File: src/rtl/grf_pkg.sv
// grf_pkg: shared GRF write-back op codes, entry layout and op resolution
package grf_pkg;
  localparam int GRF_DATA_W = 32;
  localparam int GRF_ADDR_W = 5;
  localparam logic [GRF_ADDR_W-1:0] LINK_REG = 5'd31;
  typedef enum logic [1:0] {GRFOP_FULL, GRFOP_LUI, GRFOP_LINK, GRFOP_SET} grfop_e;
  typedef struct packed {
    logic [GRF_ADDR_W-1:0] addr;
    logic [GRF_DATA_W-1:0] data;
    logic [GRF_DATA_W-1:0] pc;
  } grf_entry_t;
  function automatic grf_entry_t resolve(grfop_e op, logic [GRF_ADDR_W-1:0] addr,
                                         logic [GRF_DATA_W-1:0] data, logic [GRF_DATA_W-1:0] pc);
    grf_entry_t e;
    e.pc = pc;
    e.addr = op == GRFOP_LINK ? LINK_REG : addr;
    e.data = op == GRFOP_LUI ? data << 16 :
             op == GRFOP_LINK ? pc + GRF_DATA_W'(4) :
             op == GRFOP_SET ? GRF_DATA_W'(1) : data;
    return e;
  endfunction
endpackage

File: src/rtl/grf_wb_fifo.sv
// grf_wb_fifo: circular write buffer, two enqueue ports, one dequeue port, per-entry valid/addr export
module grf_wb_fifo import grf_pkg::*; #(
  parameter int DEPTH = 4,
  localparam int PW = $clog2(DEPTH),
  localparam int CW = PW + 1
) (
  input  logic                                 clk,
  input  logic                                 reset,
  input  logic                                 en0,
  input  grf_entry_t                           in0,
  input  logic                                 en1,
  input  grf_entry_t                           in1,
  input  logic                                 deq,
  output grf_entry_t                           head,
  output logic [CW-1:0]                        count,
  output logic [DEPTH-1:0]                     valid,
  output logic [DEPTH-1:0][GRF_ADDR_W-1:0]     addrs
);
  logic [PW-1:0] wp, rp;
  grf_entry_t mem [DEPTH];
  wire [PW-1:0] wp1 = wp + PW'(en0);
  assign head = mem[rp];
  for (genvar i = 0; i < DEPTH; i++) begin : g_addr
    assign addrs[i] = mem[i].addr;
  end
  // storage; port 1 lands behind port 0 when both write
  always_ff @(posedge clk) begin
    if (en0) mem[wp] <= in0;
    if (en1) mem[wp1] <= in1;
  end
  // pointers, occupancy and valid bits; a write into the slot being read wins
  always_ff @(posedge clk or negedge reset) begin
    if (!reset) begin
      wp <= '0;
      rp <= '0;
      count <= '0;
      valid <= '0;
    end else begin
      if (deq) begin
        rp <= rp + PW'(1);
        valid[rp] <= 1'b0;
      end
      if (en0) valid[wp] <= 1'b1;
      if (en1) valid[wp1] <= 1'b1;
      wp <= wp + PW'(en0) + PW'(en1);
      count <= count + CW'(en0) + CW'(en1) - CW'(deq);
    end
  end
endmodule

File: src/rtl/grf_writeback.sv
// grf_writeback: resolves pipeline and mult/div register writes, buffers them in order, drains one per cycle to the GRF
// Define GRF_WB_TRACE_EN to print a trace line for every GRF write.
module grf_writeback import grf_pkg::*; #(
  parameter int DEPTH = 4,
  parameter int DATA_W = GRF_DATA_W,
  parameter int ADDR_W = GRF_ADDR_W,
  localparam int CW = $clog2(DEPTH) + 1
) (
  input  logic              clk,
  input  logic              reset,
  input  logic              pipe_valid,
  output logic              pipe_ready,
  input  logic [1:0]        pipe_op,
  input  logic [ADDR_W-1:0] pipe_addr,
  input  logic [DATA_W-1:0] pipe_data,
  input  logic [DATA_W-1:0] pipe_pc,
  input  logic              md_valid,
  output logic              md_ready,
  input  logic [1:0]        md_op,
  input  logic [ADDR_W-1:0] md_addr,
  input  logic [DATA_W-1:0] md_data,
  input  logic [DATA_W-1:0] md_pc,
  output logic              grf_we,
  output logic [ADDR_W-1:0] grf_addr,
  output logic [DATA_W-1:0] grf_data,
  output logic [DATA_W-1:0] grf_pc,
  input  logic [ADDR_W-1:0] pend_addr,
  output logic              pend_hit,
  output logic [CW-1:0]     count
);
  grf_entry_t pe, me, head;
  logic [DEPTH-1:0] valid;
  logic [DEPTH-1:0][GRF_ADDR_W-1:0] addrs;
  logic [CW:0] free;
  logic deq;
  assign deq = count != '0;
  assign free = (CW+1)'(DEPTH) - {1'b0, count} + (CW+1)'(deq);
  assign pipe_ready = free >= (CW+1)'(1);
  assign md_ready = free >= (CW+1)'(2) || (free >= (CW+1)'(1) && !pipe_valid);
  assign pe = resolve(grfop_e'(pipe_op), pipe_addr, pipe_data, pipe_pc);
  assign me = resolve(grfop_e'(md_op), md_addr, md_data, md_pc);
  grf_wb_fifo #(.DEPTH(DEPTH)) u_fifo (
    .clk(clk), .reset(reset),
    .en0(pipe_valid && pipe_ready && pe.addr != '0), .in0(pe),
    .en1(md_valid && md_ready && me.addr != '0), .in1(me),
    .deq(deq), .head(head), .count(count), .valid(valid), .addrs(addrs)
  );
  // output register: load the FIFO head whenever one exists, else hold the last write
  always_ff @(posedge clk or negedge reset) begin
    if (!reset) begin
      grf_we <= 1'b0;
      grf_addr <= '0;
      grf_data <= '0;
      grf_pc <= '0;
    end else begin
      grf_we <= deq;
      if (deq) begin
        grf_addr <= head.addr;
        grf_data <= head.data;
        grf_pc <= head.pc;
      end
    end
  end
  // scoreboard: any buffered or outgoing write to a nonzero queried register
  always_comb begin
    pend_hit = grf_we && grf_addr == pend_addr;
    for (int i = 0; i < DEPTH; i++) pend_hit = pend_hit || (valid[i] && addrs[i] == pend_addr);
    pend_hit = pend_hit && pend_addr != '0;
  end
`ifdef GRF_WB_TRACE_EN
  // write trace
  always @(posedge clk) if (grf_we) $display("@%h: $%d <= %h", grf_pc, grf_addr, grf_data);
`endif
endmodule

File: config.mk
export PLATFORM = sky130hd
export DESIGN_NAME = grf_writeback
export DESIGN_NICKNAME = d
export VERILOG_FILES = /design/src/rtl/grf_pkg.sv /design/src/rtl/grf_wb_fifo.sv /design/src/rtl/grf_writeback.sv
export SDC_FILE = /design/constraint.sdc
export NUM_CORES = 1
export LEC_CHECK = 0
export BUFFER_PORTS_ARGS = -buffer_cell sky130_fd_sc_hd__buf_2
export CAP_MARGIN = 20
export CORE_ASPECT_RATIO = 0.8
export CORE_MARGIN = 4
export CORE_UTILIZATION = 40
export CTS_CLUSTER_SIZE = 28
export DETAILED_ROUTE_END_ITERATION = 8
export HOLD_SLACK_MARGIN = 0.05
export PLACE_DENSITY = 0.65
export SLEW_MARGIN = 25
export SYNTH_ARGS = -nofsm -noshare
export SYNTH_HDL_FRONTEND = slang
export SYNTH_HIERARCHICAL = 1
export SYNTH_SLANG_ARGS = --single-unit
File: constraint.sdc
create_clock -name clk -period 7.21 [get_ports clk]
set_input_delay 0.3605 -clock clk [delete_from_list [all_inputs] [get_ports clk]]
set_output_delay 0.3605 -clock clk [all_outputs]
set_load 0.05 [all_outputs]
==> impl_metrics.ini <==
[power]
vdd_drop_max_mv = 0.2764
leakage_nw = 8.728
p_per_area_nw_per_um2 = 473.1

[timing]
final_max_slew_viol_count = 0
worst_slew_pin_slew_ns = 0.9730
fin_skew_ns = 0.02432
layout_min_cycle_time_ns = 4.842
max_freq_mhz = 206.5
period_share_pct = 67.16
slew_headroom_pct = 34.70
setup_violations = 0
hold_viol = 0
tns_ns = 0
rsz0062_at_grt = false

[critical_path]
worstPathRequired_ns = 7.37
crit_top_cell = ha_1
arrival_ns = 5.00
worstSetupEndpointType = flop
slowest_delay_ns = 0.80
crit_path_start_kind = flop
path_max_fanout = 56
cp_cell_sequence = nor3_1, ha_1, inv_1, ha_1, nor2b_1, a31oi_1, nor2_1, nand2_1, o211a_1, ha_1, nor2b_1, nand2b_4, o21ai_4, buf_4
worstSetupPathType = reg2reg
slowest_stage = buf_4

[routing]
routed-via-count = 12364
routed_wl_mm = 57.57
drtAntennaViolNets = 0
first_pass_iters = 6
vias_per_cell = 5.805
first_iter_violations = 1405
wl_per_cell_um = 27.03
drc = 0

[synth]
synth_cell_types = 57
synth_top_family_by_area = multiplexers
synth_ff_type = edfxtp_1
synth_edf_count = 276
yosysWarnings = 6
synth_area_per_cell_um2 = 15.37
yosysSeqAreaShare_pct = 52.04
synthMuxAreaShare_pct = 31.88
synth-compound-area-share_pct = 2.733
syn-cell-area_um2 = 19820
synth_cells = 1290
synthSimpleGateAreaFrac_pct = 5.246
synth-xor-area-share_pct = 3.661
synth_nets = 1454
synthAdderAreaFrac_pct = 0.8964
synthArstFlopShare_pct = 22.69
ys_ff_latch = 357

[global_route]
antenna_found_initial = 2
grt_max_degree = 79
grt.total_usage_pct = 21.13
grt_overflow_total = 0
grt_pass1_vias = 12520
grt_pass1_wl_mm = 85.45

[finish]
mostFrequentLayoutCell = edfxtp_1
drive_above_1_share_pct = 49.50
nNetsFinal = 1635
fin_area_um2 = 22690
most-common-layout-cells = edfxtp_1 (276), buf_2 (225), mux2_2 (208)
fin_util_pct = 46.64
diodes = 0
syn2layout_area_growth_pct = 14.47
final_cells = 2130

[placed_design]
place_inst = 2058
post_dp_cell_area_um2 = 21340
dp_hpwl_mm = 40.00
portBuffers = 226
gp_congestion = 0.8839

[clocking]
postCtsSetupBuffers = 0
cts_buffers = 39
post_cts_resized = 0
ctsLongestPathBuffers = 3
cts_hold_buffers = 1
cts_sinks = 357
cts_tree = yes
htreeDepth = 2
clk_latency_ns = 0.56
clk_pin_slew_ns = 0.06
ctsRootBufferMaster = clkbuf_16

[floorplan]
design.core.area_um2 = 48650
die_w_um = 256.9
start_util_pct = 40.75
die-area_um2 = 53200
io_pins = 227
num_rows = 72
die_h_um = 207.1

[outcome]
status = finished clean

[min_path]
min_path_type = in2reg

[run]
cap_violations = 0
synthesized netlist by cell type, types with 11 or more instances:
cell type | instances | area, um2
a211oi_1 | 21 | 157.7
and3_1 | 12 | 75.07
buf_2 | 18 | 90.09
buf_4 | 27 | 202.7
buf_6 | 15 | 168.9
clkbuf_1 | 38 | 142.6
dfrtp_1 | 81 | 2027
edfxtp_1 | 276 | 8288
ha_1 | 11 | 137.6
inv_1 | 18 | 67.56
mux2_2 | 208 | 2342
mux2_4 | 136 | 2042
mux2i_1 | 37 | 370.4
mux4_2 | 69 | 1554
nand2_1 | 29 | 108.9
nand3_1 | 31 | 155.2
nand4_1 | 15 | 93.84
nor2_1 | 37 | 138.9
o22ai_1 | 28 | 175.2
xnor2_1 | 29 | 254.0
xor2_1 | 52 | 455.4
cell type report:
cell class	count	area, um2
Fill cell	4260	25960
Sequential cell	357	10320
Multi-Input combinational cell	809	8869
Timing Repair Buffer	245	1314
Clock buffer	56	1152
Tap cell	629	787.0
Clock inverter	15	175.2
Inverter	19	72.57
critical path, delay by kind of cell, from the launching register on:
kind                     cells  cell delay (ns)
flip-flops                   1             0.43
adder cells (fa/ha/maj)      3             0.75
AO/OA/AOI/OAI                3             0.88
buffers and inverters        2             0.86
AND/OR/NAND/NOR              6             1.48
cells by family after synthesis:
logic type / after synthesis
fa+ha+maj: 13
xor+xnor: 82
buf+inv: 124
mux: 451
flops: 357
compound gates: 78
simple gates: 185
metal layers:
| metal | global-route usage [%] | vias to the layer above | wire (um) |
|---|---|---|---|
| li1 | - | 5364 | - |
| met5 | 0 | - | 13 |
| met2 | 32.82 | 564 | 26110 |
| met1 | 31.07 | 6370 | 25370 |
| met3 | 4.261 | 64 | 5163 |
| met4 | 4.287 | 2 | 908 |
power breakdown:
group / internal [W] / switching, W / leakage, nW
registers: 0.00350 / 0.000414 / 3.53
clock network: 0.00125 / 0.000835 / 0.648
logic: 0.00196 / 0.00277 / 4.55
total: 0.00671 / 0.00402 / 8.73
stage by stage:
| stage | setup slack (ns) | hold WS (ns) | power (W) |
|---|---|---|---|
| 4_1_cts | 2.328 | 0.1706 | 0.01084 |
| 2_1_floorplan | 1.190 | 0.06491 | 0.007472 |
| 5_1_grt | 2.047 | 0.2009 | 0.01122 |
| 3_5_place_dp | 2.341 | 0.4131 | 0.008722 |
| 3_3_place_gp | 2.447 | 0.4110 | 0.008614 |
| 6_report | 2.368 | 0.2038 | 0.01073 |
sequential cells by signal, summed over array words and instances (netlist names):
| name | cells |
|---|---|
| u_fifo/mem | 276 |
| grf_data | 32 |
| grf_pc | 32 |
| grf_addr | 5 |
| u_fifo/valid | 4 |
| u_fifo/count | 3 |
| u_fifo/rp | 2 |
| u_fifo/wp | 2 |
| grf_we | 1 |
final timing paths:
| check | startpoint | to | slack [ns] | cells after the start |
|---|---|---|---|---|
| worst max-delay path | u_fifo/count[0] | u_fifo/mem[2][51] | 2.37 | 14 |
| worst min-delay path | md_pc[0] | u_fifo/mem[1][0] | 0.20 | 2 |
| worst max register to register | u_fifo/count[0] | u_fifo/mem[2][51] | 2.37 | 14 |
| worst min register to register | grf_pc[31] | grf_pc[31] | 0.50 | 1 |
| max in group asynchronous | reset | u_fifo/rp[0] | 5.79 | 3 |
| min in group asynchronous | reset | u_fifo/count[2] | 0.39 | 2 |
No activity file was read; power rests on OpenSTA's default activity.
